===== src/rtl/apuf_pkg.sv =====
// +----------------------------------------------------------------------------+
// | Package     : apuf_pkg                                                     |
// | Description : Shared types and helpers for the arbiter-PUF challenge       |
// |               sequencer: FSM state encoding, LFSR tap lookup by width and  |
// |               the challenge-stepping function.                             |
// | Contents    : apuf_state_e, c_LFSR_MAX_W, lfsr_tap(), lfsr_next()          |
// | Revision    : 1.0  initial release                                         |
// +----------------------------------------------------------------------------+
`default_nettype none

package apuf_pkg;

   typedef enum logic [2:0] {
      IDLE   = 3'd0,
      LOAD   = 3'd1,
      LAUNCH = 3'd2,
      SAMPLE = 3'd3,
      DISCH  = 3'd4,
      DONE   = 3'd5
   } apuf_state_e;

   // Widest challenge the generic LFSR helper supports.
   localparam int unsigned c_LFSR_MAX_W = 64;

   // Second feedback tap (bit index) for a Fibonacci LFSR of the given width,
   // polynomial x^W + x^(TAP+1) + 1. Legal widths are 2..c_LFSR_MAX_W.
   // Widths without a table entry fall back to x^W + x^(W-1) + 1, which is
   // not guaranteed to be maximal length.
   function automatic int unsigned lfsr_tap(input int unsigned width);
      case (width)
         2:       return 0;
         3:       return 1;
         4:       return 2;
         5:       return 2;
         6:       return 4;
         7:       return 5;
         15:      return 13;
         22:      return 20;
         23:      return 17;
         28:      return 24;
         31:      return 27;
         default: return width - 2;
      endcase
   endfunction

   // One left-shift step: new LSB = chal[W-1] ^ chal[TAP]. Bits at and above
   // the active width are forced to zero so the caller can simply truncate.
   function automatic logic [c_LFSR_MAX_W-1:0] lfsr_next(
      input logic [c_LFSR_MAX_W-1:0] chal,
      input int unsigned             width
   );
      logic [c_LFSR_MAX_W-1:0] mask;
      logic [5:0]              msb;
      logic [5:0]              tap;
      logic                    fb;
      msb  = 6'(width - 1);
      tap  = 6'(lfsr_tap(width));
      fb   = chal[msb] ^ chal[tap];
      mask = (width >= c_LFSR_MAX_W) ? '1 : ((64'd1 << width) - 64'd1);
      return ((chal << 1) & mask) | {63'd0, fb};
   endfunction

endpackage : apuf_pkg

`default_nettype wire


===== src/rtl/apuf_challenge_sequencer_if.sv =====
// +----------------------------------------------------------------------------+
// | Interface   : apuf_challenge_sequencer_if                                  |
// | Description : Seed and response valid/ready channels between the host     |
// |               and the arbiter-PUF challenge sequencer.                     |
// | Signals     : seed_valid/seed_ready/seed_chal  host -> sequencer seed      |
// |               resp_valid/resp_ready/resp_data  sequencer -> host response  |
// | Modports    : master (host side), slave (sequencer side)                   |
// | Revision    : 1.0  initial release                                         |
// +----------------------------------------------------------------------------+
`default_nettype none

interface apuf_challenge_sequencer_if #(
   parameter int CHAL_W    = 22,
   parameter int RESP_BITS = 32
);
   logic                 seed_valid;
   logic                 seed_ready;
   logic [CHAL_W-1:0]    seed_chal;
   logic                 resp_valid;
   logic                 resp_ready;
   logic [RESP_BITS-1:0] resp_data;

   modport master (
      output seed_valid, seed_chal, resp_ready,
      input  seed_ready, resp_valid, resp_data
   );

   modport slave (
      input  seed_valid, seed_chal, resp_ready,
      output seed_ready, resp_valid, resp_data
   );
endinterface : apuf_challenge_sequencer_if

`default_nettype wire


===== src/rtl/bit_sync2.sv =====
// +----------------------------------------------------------------------------+
// | Module      : bit_sync2                                                    |
// | Description : Two-flop synchronizer for a single asynchronous bit, with    |
// |               synchronous active-high reset to 0.                          |
// | Ports       : clk  in  system clock                                        |
// |               rst  in  synchronous reset                                   |
// |               d_i  in  asynchronous input                                  |
// |               q_o  out synchronized output (2 cycles latency)              |
// | Revision    : 1.0  initial release                                         |
// +----------------------------------------------------------------------------+
`default_nettype none

module bit_sync2 (
   input  logic clk,
   input  logic rst,
   input  logic d_i,
   output logic q_o
);
   logic meta_q;
   logic sync_q;

   always_ff @(posedge clk) begin
      if (rst) begin
         meta_q <= 1'b0;
         sync_q <= 1'b0;
      end else begin
         meta_q <= d_i;
         sync_q <= meta_q;
      end
   end

   assign q_o = sync_q;
endmodule : bit_sync2

`default_nettype wire


===== src/rtl/apuf_challenge_sequencer.sv =====
// +----------------------------------------------------------------------------+
// | Module      : apuf_challenge_sequencer                                     |
// | Description : Drives one arbiter-PUF. Accepts a seed challenge, walks an   |
// |               LFSR through RESP_BITS challenges, fires the X/Y race for    |
// |               each, samples the synchronized arbiter output and returns    |
// |               the packed response word over a valid/ready channel.         |
// | Ports       : clk, rst       clock, synchronous active-high reset          |
// |               bus (slave)    seed_* in, resp_* out handshake channels      |
// |               puf_chal_o     challenge to the APUF                         |
// |               puf_x_o/y_o    race launch (always equal)                    |
// |               puf_q_i        APUF arbiter output, asynchronous             |
// | Revision    : 1.0  initial release                                         |
// +----------------------------------------------------------------------------+
`default_nettype none

module apuf_challenge_sequencer
   import apuf_pkg::*;
#(
   parameter int CHAL_W        = 22,
   parameter int RESP_BITS     = 32,
   parameter int SETTLE_CYCLES = 8,   // >= 3 so the sync has settled
   parameter int DISCH_CYCLES  = 4    // >= 1
) (
   input  logic                      clk,
   input  logic                      rst,
   apuf_challenge_sequencer_if.slave bus,
   output logic [CHAL_W-1:0]         puf_chal_o,
   output logic                      puf_x_o,
   output logic                      puf_y_o,
   input  logic                      puf_q_i
);

   localparam int c_CNT_MAX = (SETTLE_CYCLES > DISCH_CYCLES) ? SETTLE_CYCLES : DISCH_CYCLES;
   localparam int c_CNT_W   = (c_CNT_MAX > 1) ? $clog2(c_CNT_MAX) : 1;
   localparam int c_BIT_W   = (RESP_BITS > 1) ? $clog2(RESP_BITS) : 1;

   localparam logic [c_CNT_W-1:0] c_SETTLE_LAST = c_CNT_W'(SETTLE_CYCLES - 1);
   localparam logic [c_CNT_W-1:0] c_DISCH_LAST  = c_CNT_W'(DISCH_CYCLES - 1);
   localparam logic [c_BIT_W-1:0] c_BIT_LAST    = c_BIT_W'(RESP_BITS - 1);

   apuf_state_e          state_q,      state_d;
   logic [c_CNT_W-1:0]   cnt_q,        cnt_d;
   logic [c_BIT_W-1:0]   bit_cnt_q,    bit_cnt_d;
   logic [CHAL_W-1:0]    puf_chal_q,   puf_chal_d;
   logic [RESP_BITS-1:0] resp_data_q,  resp_data_d;
   logic                 x_q,          x_d;
   logic                 seed_ready_q, seed_ready_d;
   logic                 resp_valid_q, resp_valid_d;

   logic                 q_sync;
   logic [CHAL_W-1:0]    lfsr_step;

   bit_sync2 u_q_sync (
      .clk (clk),
      .rst (rst),
      .d_i (puf_q_i),
      .q_o (q_sync)
   );

   assign lfsr_step = CHAL_W'(lfsr_next(c_LFSR_MAX_W'(puf_chal_q), CHAL_W));

   // -------------------------------------------------------------------------
   // Next-state and datapath
   // -------------------------------------------------------------------------
   always_comb begin
      state_d      = state_q;
      cnt_d        = cnt_q;
      bit_cnt_d    = bit_cnt_q;
      puf_chal_d   = puf_chal_q;
      resp_data_d  = resp_data_q;
      x_d          = 1'b0;
      seed_ready_d = 1'b0;
      resp_valid_d = 1'b0;

      case (state_q)
         IDLE: begin
            // The seed is captured on the accepting edge so the host may drop
            // seed_chal immediately; an all-zero seed would lock the LFSR.
            if (bus.seed_valid && seed_ready_q) begin
               state_d     = LOAD;
               puf_chal_d  = (bus.seed_chal == '0) ? CHAL_W'(1) : bus.seed_chal;
               bit_cnt_d   = '0;
               cnt_d       = '0;
               resp_data_d = '0;
            end
         end

         LOAD: begin
            state_d = LAUNCH;
            cnt_d   = '0;
         end

         LAUNCH: begin
            if (cnt_q == c_SETTLE_LAST) begin
               state_d = SAMPLE;
               cnt_d   = '0;
            end else begin
               cnt_d = cnt_q + c_CNT_W'(1);
            end
         end

         SAMPLE: begin
            resp_data_d[bit_cnt_q] = q_sync;
            state_d                = DISCH;
            cnt_d                  = '0;
         end

         DISCH: begin
            // The challenge only steps here, on the same edge that relaunches
            // X/Y, so it is never modified while a race is in flight.
            if (cnt_q == c_DISCH_LAST) begin
               cnt_d      = '0;
               puf_chal_d = lfsr_step;
               if (bit_cnt_q == c_BIT_LAST) begin
                  state_d = DONE;
               end else begin
                  bit_cnt_d = bit_cnt_q + c_BIT_W'(1);
                  state_d   = LAUNCH;
               end
            end else begin
               cnt_d = cnt_q + c_CNT_W'(1);
            end
         end

         DONE: begin
            if (bus.resp_ready && resp_valid_q) begin
               state_d = IDLE;
            end
         end

         default: begin
            state_d = IDLE;
         end
      endcase

      // Registered outputs are decoded from the next state so they line up
      // with state_q, yet stay 0 throughout reset.
      x_d          = (state_d == LAUNCH) || (state_d == SAMPLE);
      seed_ready_d = (state_d == IDLE);
      resp_valid_d = (state_d == DONE);
   end

   // -------------------------------------------------------------------------
   // State registers
   // -------------------------------------------------------------------------
   always_ff @(posedge clk) begin
      if (rst) begin
         state_q      <= IDLE;
         cnt_q        <= '0;
         bit_cnt_q    <= '0;
         puf_chal_q   <= '0;
         resp_data_q  <= '0;
         x_q          <= 1'b0;
         seed_ready_q <= 1'b0;
         resp_valid_q <= 1'b0;
      end else begin
         state_q      <= state_d;
         cnt_q        <= cnt_d;
         bit_cnt_q    <= bit_cnt_d;
         puf_chal_q   <= puf_chal_d;
         resp_data_q  <= resp_data_d;
         x_q          <= x_d;
         seed_ready_q <= seed_ready_d;
         resp_valid_q <= resp_valid_d;
      end
   end

   assign bus.seed_ready = seed_ready_q;
   assign bus.resp_valid = resp_valid_q;
   assign bus.resp_data  = resp_data_q;
   assign puf_chal_o     = puf_chal_q;
   assign puf_x_o        = x_q;
   assign puf_y_o        = x_q;

endmodule : apuf_challenge_sequencer

`default_nettype wire


===== src/flat_wrapper.sv =====
// flat-port wrapper written by rule: the top's interface ports become plain ports
module apuf_challenge_sequencer_flat import apuf_pkg::*;
#(
   parameter int CHAL_W        = 22,
   parameter int RESP_BITS     = 32,
   parameter int SETTLE_CYCLES = 8,                                  
   parameter int DISCH_CYCLES  = 4           
)
  (clk, rst, puf_chal_o, puf_x_o, puf_y_o, puf_q_i, bus_seed_valid, bus_seed_chal, bus_resp_ready, bus_seed_ready, bus_resp_valid, bus_resp_data);
  apuf_challenge_sequencer_if #(.CHAL_W(CHAL_W), .RESP_BITS(RESP_BITS)) bus_i ();
  input  logic clk;
  input  logic rst;
  output logic [CHAL_W-1:0] puf_chal_o;
  output logic puf_x_o;
  output logic puf_y_o;
  input  logic puf_q_i;
  input wire logic [$bits(bus_i.seed_valid)-1:0] bus_seed_valid;
  input wire logic [$bits(bus_i.seed_chal)-1:0] bus_seed_chal;
  input wire logic [$bits(bus_i.resp_ready)-1:0] bus_resp_ready;
  output wire logic [$bits(bus_i.seed_ready)-1:0] bus_seed_ready;
  output wire logic [$bits(bus_i.resp_valid)-1:0] bus_resp_valid;
  output wire logic [$bits(bus_i.resp_data)-1:0] bus_resp_data;
  assign bus_i.seed_valid = bus_seed_valid;
  assign bus_i.seed_chal = bus_seed_chal;
  assign bus_i.resp_ready = bus_resp_ready;
  assign bus_seed_ready = bus_i.seed_ready;
  assign bus_resp_valid = bus_i.resp_valid;
  assign bus_resp_data = bus_i.resp_data;
  apuf_challenge_sequencer #(.CHAL_W(CHAL_W), .RESP_BITS(RESP_BITS), .SETTLE_CYCLES(SETTLE_CYCLES), .DISCH_CYCLES(DISCH_CYCLES)) u_core (.clk(clk), .rst(rst), .bus(bus_i), .puf_chal_o(puf_chal_o), .puf_x_o(puf_x_o), .puf_y_o(puf_y_o), .puf_q_i(puf_q_i));
endmodule

===== config.mk =====
export PLATFORM = sky130hd
export DESIGN_NAME = apuf_challenge_sequencer_flat
export DESIGN_NICKNAME = d
export VERILOG_FILES = /design/src/rtl/apuf_pkg.sv /design/src/rtl/apuf_challenge_sequencer_if.sv /design/src/rtl/bit_sync2.sv /design/src/rtl/apuf_challenge_sequencer.sv /design/src/flat_wrapper.sv
export SDC_FILE = /design/constraint.sdc
export NUM_CORES = 1
export LEC_CHECK = 0
export CAP_MARGIN = 20
export CORE_ASPECT_RATIO = 0.5
export CORE_MARGIN = 2
export CORE_UTILIZATION = 45
export DETAILED_ROUTE_END_ITERATION = 10
export GPL_TIMING_DRIVEN = 0
export PLACE_DENSITY = 0.75
export SETUP_SLACK_MARGIN = 0.4
export SYNTH_ARGS = -nofsm -noshare
export SYNTH_HDL_FRONTEND = slang
export SYNTH_SLANG_ARGS = --single-unit

===== constraint.sdc =====
create_clock -name clk -period 1.95 [get_ports clk]
set_clock_uncertainty 0.15 [all_clocks]
set_input_delay 0.39 -clock clk [delete_from_list [all_inputs] [get_ports clk]]
set_output_delay 0.39 -clock clk [all_outputs]
set_load 0.1 [all_outputs]

==> impl_metrics.json, run 1 <==
{
  "status": "completed",
  "htreeDepth": 3,
  "cts_sinks": 70,
  "io_pins": 85,
  "hold_viol_final": 0,
  "track_usage": 0.227,
  "finalWorstPathRequiredPeriod_ns": 1.92,
  "drc": 0,
  "syn-mean-instance-area_sq_um": 8.83,
  "cts_buffers": 9,
  "fin_area_sq_um": 5880,
  "routed_wl_mm": 11.4,
  "netlist_instances": 413,
  "via_count": 3615,
  "worst_pin_slew_ns": 0.749,
  "grt_pass1_wl_mm": 15.8,
  "die_h_um": 67.7,
  "synth-simple-area-share": 0.189,
  "drv_cap": 0,
  "dp_cells": 608,
  "synth_xor_area_frac": 0.00960,
  "rows": 23,
  "cts_tree": "built",
  "setup_viol": 0,
  "die_area_sq_um": 8890,
  "rsz0062_at_grt": "yes",
  "diodes": 0,
  "final_util": 0.740,
  "clkTransAtPathRegs_ns": 0.06,
  "clockBufferDepth": 2,
  "detail_route.iter0.violations": 267,
  "drv_slew": 0,
  "critPathLaunchType": "flip-flop",
  "die_w_um": 131,
  "async_flop_share": 0,
  "n_fill_cell": 555,
  "synth_edf_count": 0,
  "dr.pass1.iters": 5,
  "port_buffers": 83,
  "place_congestion": 0.893,
  "power_mw": 4.15,
  "area_growth_pct": 61.1,
  "hold_class": "flip-flop to flip-flop",
  "synth_cell_types": 46,
  "synth_top_area_share": 0.384,
  "max-slew-margin-rel": 0.500,
  "grt_overflow": 0,
  "required_ns": 2.04,
  "vdd_drop_max_mv": 0.433,
  "drive_above_1_share": 0.468,
  "dpl_cell_area_sq_um": 4670,
  "p_leak_nw": 2.24,
  "clock_latency_ns": 0.34,
  "layoutNonFillerInstCount": 651,
  "start_util": 0.459,
  "yosysSeqAreaShare": 0.384,
  "place_ws_ns": -0.296,
  "ys_warn_count": 0,
  "muxShareOfSynthArea": 0.0604,
  "synthAdderAreaFrac": 0.0309,
  "max_freq_mhz": 521,
  "synth-compound-area-share": 0.252,
  "ctsHoldBuffers": 0,
  "synth_top_family_by_area": "compound AO/OA/AOI/OAI gates",
  "vias_per_cell": 5.55,
  "antenna_found_initial": 0,
  "core_sq_um": 7940,
  "crit_path_end_kind": "flip-flop",
  "grt_pass1_vias": 3245,
  "clockRootBuffer": "clkbuf_16",
  "critPathArrivalTime_ns": 2.00,
  "critPathKind": "flip-flop to flip-flop",
  "nNetsFinal": 570,
  "grt_max_degree": 12,
  "ys.flop_type": "dfxtp_1",
  "synth_nets": 449,
  "ys_top_cells_by_area": "dfxtp_1 (38%), o21ai_0 (7.3%), a211oi_2 (7.2%)",
  "drtAntennaViolNets": 0,
  "ys_seq_elements": 70,
  "period_share": 0.984,
  "critPathMaxFanout": 3,
  "fin_ws_ns": 0.0311,
  "synth_largest_area_cell": "dfxtp_1",
  "dp_hpwl_mm": 6.49,
  "power_density_nw_per_um2": 705,
  "wl_per_cell_um": 17.5,
  "synth_area_sq_um": 3650
}
==> path summary, 6_finish.rpt <==
path                               start  slack [ns]             endpoint  cells past startpoint
hold / removal    u_core.u_q_sync.meta_q        0.32  u_core.u_q_sync.q_o                      1
hold reg to reg   u_core.u_q_sync.meta_q        0.32  u_core.u_q_sync.q_o                      1
setup / recovery     u_core.bit_cnt_q[0]        0.03  u_core.bit_cnt_q[2]                      9
setup reg to reg     u_core.bit_cnt_q[0]        0.03  u_core.bit_cnt_q[2]                      9
==> routing by layer <==
layer | up-vias | track usage | share of wire
li1 | 1744 | - | -
met3 | 15 | 0.0691 | 0.067
met5 | - | 0 | 0
met2 | 138 | 0.373 | 0.48
met4 | 0 | 0.0842 | 0.015
met1 | 1718 | 0.289 | 0.44
==> placed cells by master, fill, tap and decap left out, drive strengths merged, types with 13 or more instances in the layout <==
cell,Yosys,routed
buf,26,108
dfxtp,70,70
o21ai,57,57
a21oi,50,50
nor2,36,36
clkbuf,14,32
nor2b,24,24
mux2i,22,22
a211oi,21,21
clkdlybuf4s50,0,16
nand4,13,13
==> layout make-up <==
| cell class | instances | area (sq um) | share of cell area |
|---|---|---|---|
| Multi-Input combinational cell | 297 | 2430 | 0.413 |
| Sequential cell | 70 | 1450 | 0.246 |
| Timing Repair Buffer | 110 | 1180 | 0.200 |
| Buffer | 40 | 387 | 0.0658 |
| Clock buffer | 15 | 268 | 0.0455 |
| Tap cell | 112 | 140 | 0.0238 |
| Inverter | 6 | 22.5 | 0.00383 |
| Clock inverter | 1 | 5.00 | 0.000851 |
==> repair_timing <==
item	in CTS	in global routing
setup endpoints to repair	124	87
buffers inserted	15	7
cloned	3	2
gates resized for setup	457	159
pin swaps	20	18
==> through the flow <==
step	TNS, ns	hold slack, ns
after floorplan	0	0.264
after global placement	-8.63	0.277
after detailed placement	-9.65	0.302
after CTS	0	0.311
after global routing	-0.141	0.334
final	0	0.316
==> cells in the mapped netlist (all sizes together), types with 8 or more instances <==
| library cell | instances |
|---|---|
| a211oi | 21 |
| a21oi | 50 |
| buf | 26 |
| clkbuf | 14 |
| dfxtp | 70 |
| ha | 9 |
| mux2i | 22 |
| nand4 | 13 |
| nor2 | 36 |
| nor2b | 24 |
| nor3b | 8 |
| o21ai | 57 |
==> state kept, by name, summed over array words and instances, names as in the netlist <==
name                    cells
u_core.bit_cnt_q            5
u_core.bus.resp_data       32
u_core.bus.resp_valid       1
u_core.bus.seed_ready       1
u_core.cnt_q                3
u_core.puf_chal_o          22
u_core.puf_x_o              1
u_core.state_q              3
u_core.u_q_sync.meta_q      1
u_core.u_q_sync.q_o         1
==> cells by family (layout without fill, tap and decap cells) <==
kind of cell / Yosys count / after routing
AOI/OAI and AO/OA: 143 / 143
and+or+nand+nor: 119 / 119
DFF: 70 / 70
buffers and inverters: 46 / 172
muxes: 22 / 22
adders and majority gates: 9 / 9
xor gates and xnor gates: 4 / 4
==> power by group <==
| part | total, mW | internal (mW) | switching, mW |
|---|---|---|---|
| registers | 1.58 | 1.49 | 0.0846 |
| logic | 1.04 | 0.407 | 0.629 |
| clock network | 1.53 | 0.930 | 0.603 |
| total | 4.15 | 2.83 | 1.32 |
==> critical path, stage by stage (launching register included) <==
cell,delay [ns]
dfxtp_2,0.36
ha_4,0.13
buf_6,0.09
and3_4,0.18
buf_8,0.10
ha_4,0.13
and3b_2,0.23
o211ai_1,0.22
xor2_1,0.17
nor2_1,0.05
(Power assumes the default switching activity.)
==> inputs of run 2 (changes only) <==
Clock period 1.95 ns to 1.6 ns, I/O delays scaled along.
==> impl_metrics.json, run 2 (synthesis results as in run 1) <==
{
  "hold_viol_final": 0,
  "wl_per_cell_um": 27.9,
  "combinationalPowerShare": 0.291,
  "crit_path_end_kind": "flip-flop",
  "max-slew-margin-rel": 0.391,
  "die_w_um": 131,
  "power_frac_clock": 0.371,
  "seqPwrFrac": 0.337,
  "critPathMaxFanout": 3,
  "grt_pass1_wl_mm": 22.6,
  "critPathKind": "flip-flop to flip-flop",
  "clockBufferDepth": 2,
  "power_mw": 5.60,
  "routed_wl_mm": 19.9,
  "setup_viol": 63,
  "grt_pass1_vias": 4399,
  "vias_per_cell": 6.64,
  "rsz0062_at_grt": "yes",
  "vdd_drop_max_mv": 0.916,
  "dp_cells": 608,
  "critPathLaunchType": "flip-flop",
  "port_buffers": 83,
  "via_count": 4731,
  "drc": 0,
  "clkTransAtPathRegs_ns": 0.07,
  "required_ns": 1.69,
  "place_congestion": 0.821,
  "period_share": 1.38,
  "io_pins": 85,
  "holdWs_ns": 0.296,
  "intPower_mw": 3.75,
  "start_util": 0.459,
  "swShare": 0.329,
  "area_growth_pct": 106,
  "n_fill_cell": 178,
  "dr.pass1.iters": 6,
  "worst_pin_slew_ns": 0.913,
  "drive_above_1_share": 0.685,
  "die_area_sq_um": 8890,
  "nNetsFinal": 631,
  "clockRootBuffer": "clkbuf_16",
  "dp_hpwl_mm": 6.61,
  "drv_slew": 0,
  "power_density_nw_per_um2": 744,
  "layout_commonest_cell": "buf_12",
  "grt_overflow": 0,
  "die_h_um": 67.7,
  "cts_sinks": 70,
  "drtAntennaViolNets": 0,
  "largest_reg_flops": 32,
  "layout_common_cells": "buf_12 (68), buf_4 (67), dfxtp_2 (40), o21ai_2 (27), dfxtp_4 (27)",
  "diodes": 0,
  "clock_latency_ns": 0.36,
  "p_leak_nw": 2.78,
  "hold_class": "primary input to flip-flop",
  "ff2ff_setup_slack_ns": -0.60,
  "grt_max_degree": 12,
  "cts_buffers": 9,
  "failed_checks": "setup timing",
  "max_freq_mhz": 454,
  "fin_ws_ns": -0.601,
  "setup_tns_ns": -14.81,
  "critPathArrivalTime_ns": 2.29,
  "status": "complete, but fails checks",
  "core_sq_um": 7940,
  "detail_route.iter0.violations": 685,
  "layoutNonFillerInstCount": 712,
  "track_usage": 0.332,
  "rows": 23,
  "antenna_found_initial": 0,
  "htreeDepth": 3,
  "finalWorstPathRequiredPeriod_ns": 2.20,
  "p_switching_mw": 1.84,
  "drv_cap": 0,
  "cts_tree": "built"
}
-- run 2: cell count changes in the layout (fill, tap and decap cells not counted), sizes merged --
cell and change:
buf +65, clkdlybuf4s50 +8, dlygate4sd2 -8, clkbuf -6
bufinv +1, clkinv +1
-- run 2: final cells by class --
class                      count  area [sq um]  share of cell area
multi-input combinational    297          2790               0.370
clock inverter                 3          43.8             0.00582
sequential                    70          1550               0.206
clock buffer                  13           250              0.0333
tap                          112           140              0.0186
buffer                        40           479              0.0637
inverter                       6          25.0             0.00333
timing repair buffer         171          2250               0.299
-- run 2: path summary, 6_finish.rpt --
| check | start | endpoint | depth (start not counted) |
|---|---|---|---|
| setup / recovery | u_core.bit_cnt_q[1] | u_core.bit_cnt_q[2] | 9 |
| hold / removal | rst | u_core.bus.resp_data[21] | 4 |
| setup reg to reg | u_core.bit_cnt_q[1] | u_core.bit_cnt_q[2] | 9 |
| hold reg to reg | u_core.u_q_sync.meta_q | u_core.u_q_sync.q_o | 1 |
-- run 2: through the flow --
| stage | worst slack [ns] | util | cell area, sq um |
|---|---|---|---|
| 3_5_place_dp | -0.517 | 0.611 | 4850 |
| 3_3_place_gp | -0.560 | 0.611 | 4850 |
| 4_1_cts | -0.302 | 0.875 | 6950 |
| 2_1_floorplan | -0.320 | - | 3880 |
| 6_report | -0.601 | 0.948 | 7530 |
| 5_1_grt | -0.575 | 0.948 | 7530 |
-- run 2: timing repair --
action                                  CTS  global route
setup buffers                            46            31
resized for setup                       703            83
endpoints found under the setup margin  126           126
gates cloned                             11             0
hold buffers                              0             0
pin swaps                                16            43
-- run 2: per-layer routing --
metal,global-route usage,share of wire
met2,0.605,0.46
met3,0.0976,0.10
met4,0.182,0.078
met1,0.363,0.36
met5,0,0
-- run 2: power groups by stage --
stage	registers (mW)	logic, mW	clock network, mW
after global routing	1.89	1.67	2.12
after detailed placement	1.91	1.00	0
after CTS	1.90	1.45	2.03
after global placement	1.91	0.993	0
final	1.89	1.63	2.08
after floorplan	2.31	0.349	0
-- run 2: worst max-delay path, cell delays in order (launching register included) --
cell	delay, ns
dfxtp_2	0.34
ha_4	0.16
buf_6	0.11
and3_4	0.17
buf_8	0.12
ha_4	0.17
and3b_2	0.30
o211ai_1	0.11
xor2_1	0.36
nor2_1	0.10
==> inputs of run 3 (changes only) <==
--- a/config.mk
+++ b/config.mk
@@ -6,5 +6,5 @@
 export NUM_CORES = 1
 export LEC_CHECK = 0
-export CAP_MARGIN = 20
+export CAP_MARGIN = 5
 export CORE_ASPECT_RATIO = 0.5
 export CORE_MARGIN = 2
--- a/constraint.sdc
+++ b/constraint.sdc
@@ -3,3 +3,3 @@
 set_input_delay 0.32 -clock clk [delete_from_list [all_inputs] [get_ports clk]]
 set_output_delay 0.32 -clock clk [all_outputs]
-set_load 0.1 [all_outputs]
+set_load 0.05 [all_outputs]
==> impl_metrics.json, run 3 (synthesis results as in run 1) <==
{
  "layout_commonest_cell": "buf_8",
  "ctsHoldBuffers": 0,
  "grt_pass1_wl_mm": 17.9,
  "fin_ws_ns": -0.381,
  "max_freq_mhz": 505,
  "via_count": 4338,
  "die_area_sq_um": 8890,
  "met2_length_mm": 7.44,
  "diodes": 0,
  "final_util": 0.885,
  "dp_cells": 608,
  "grt_pass1_vias": 3584,
  "clkTransAtPathRegs_ns": 0.06,
  "critPathArrivalTime_ns": 2.07,
  "cts_tree": "built",
  "crit_path_end_kind": "flip-flop",
  "failed_checks": "setup timing",
  "rsz0062_at_grt": "yes",
  "max-slew-margin-rel": 0.517,
  "port_buffers": 83,
  "core_sq_um": 7940,
  "worst_pin_slew_ns": 0.725,
  "power_density_nw_per_um2": 729,
  "status": "complete, but fails checks",
  "critPathLaunchType": "flip-flop",
  "power_mw": 5.13,
  "grt_overflow": 0,
  "die_w_um": 131,
  "clockRootBuffer": "clkbuf_16",
  "antenna_found_initial": 0,
  "vdd_drop_max_mv": 0.571,
  "dr.pass1.iters": 5,
  "nNetsFinal": 623,
  "layout_common_cells": "buf_8 (66), buf_4 (59), dfxtp_2 (50), o21ai_2 (29), a21oi_1 (26)",
  "critPathKind": "flip-flop to flip-flop",
  "area_growth_pct": 92.7,
  "drtAntennaViolNets": 0,
  "drc": 0,
  "period_share": 1.24,
  "htreeDepth": 3,
  "routed_wl_mm": 15.6,
  "route.met3.wl_mm": 1.24,
  "setup_viol": 41,
  "n_fill_cell": 354,
  "required_ns": 1.69,
  "clockBufferDepth": 2,
  "clock_latency_ns": 0.35,
  "layoutNonFillerInstCount": 704,
  "cts_sinks": 70,
  "p_leak_nw": 2.69,
  "top_layer": "met4",
  "drv_cap": 0,
  "critPathMaxFanout": 10,
  "detail_route.iter0.violations": 311,
  "drive_above_1_share": 0.657,
  "drt-met1-wl_mm": 6.18,
  "largest_reg_flops": 32,
  "start_util": 0.459,
  "hold_viol_final": 0,
  "wl_per_cell_um": 22.2,
  "cts_buffers": 9,
  "hold_class": "primary input to flip-flop",
  "die_h_um": 67.7,
  "io_pins": 85,
  "rows": 23,
  "place_ws_ns": -0.549,
  "grt_max_degree": 12,
  "track_usage": 0.258,
  "finalWorstPathRequiredPeriod_ns": 1.98,
  "place_congestion": 0.803,
  "vias_per_cell": 6.16,
  "drv_slew": 0,
  "dp_hpwl_mm": 6.58
}
==> run 3: changes by cell type in the layout (fill, tap and decap cells not counted), sizes merged <==
cell / delta
clkbuf: +1
buf: -11
bufbuf: +1
inv: +1
bufinv: -1
nand3b: +1
==> run 3: layer usage <==
| layer | up-vias | GRT usage |
|---|---|---|
| met4 | 0 | 0.0965 |
| met1 | 2116 | 0.314 |
| met3 | 90 | 0.0631 |
| met5 | - | 0 |
| li1 | 1849 | - |
| met2 | 283 | 0.457 |
==> run 3: what timing repair did <==
item	in CTS	in global routing
cloned	6	8
setup endpoints to repair	126	126
gates resized for setup	605	135
pin swaps	11	29
setup buffers	33	33
==> run 3: power by group <==
group | internal (mW) | switching (mW)
combinational | 0.630 | 0.657
sequential | 1.81 | 0.0705
clock | 1.17 | 0.785
total | 3.62 | 1.51
==> run 3: through the flow <==
step / TNS, ns / hold slack [ns] / cell area, sq um
5_1_grt: -10.58 / 0.292 / 7030
3_5_place_dp: -21.56 / 0.290 / 4850
2_1_floorplan: -2.66 / 0.264 / 3880
3_3_place_gp: -21.17 / 0.268 / 4850
6_report: -8.71 / 0.281 / 7030
4_1_cts: -7.05 / 0.258 / 6170
==> run 3: final cells by class <==
class / count / area [sq um] / area share
plain buffers: 40 / 468 / 0.0665
clock buffers: 13 / 270 / 0.0384
clock inverters: 3 / 16.3 / 0.00231
inverters: 6 / 25.0 / 0.00356
multi-input cells: 298 / 2670 / 0.380
flip-flops and latches: 70 / 1520 / 0.216
well taps: 112 / 140 / 0.0199
repair buffers: 162 / 1920 / 0.273
==> run 3: final timing paths <==
kind,from,end,slack (ns),depth (start not counted)
worst max-delay path,u_core.bit_cnt_q[3],u_core.bit_cnt_q[3],-0.38,8
worst min-delay path,rst,u_core.bus.resp_data[18],0.28,4
worst max register to register,u_core.bit_cnt_q[3],u_core.bit_cnt_q[3],-0.38,8
worst min register to register,u_core.u_q_sync.meta_q,u_core.u_q_sync.q_o,0.30,1
==> run 3: critical path: stages (launching register included) <==
cell,delay (ns)
dfxtp_1,0.31
clkbuf_4,0.25
and3_4,0.23
buf_8,0.10
ha_4,0.14
and3b_2,0.24
o211ai_1,0.21
xor2_1,0.18
nor2_1,0.06
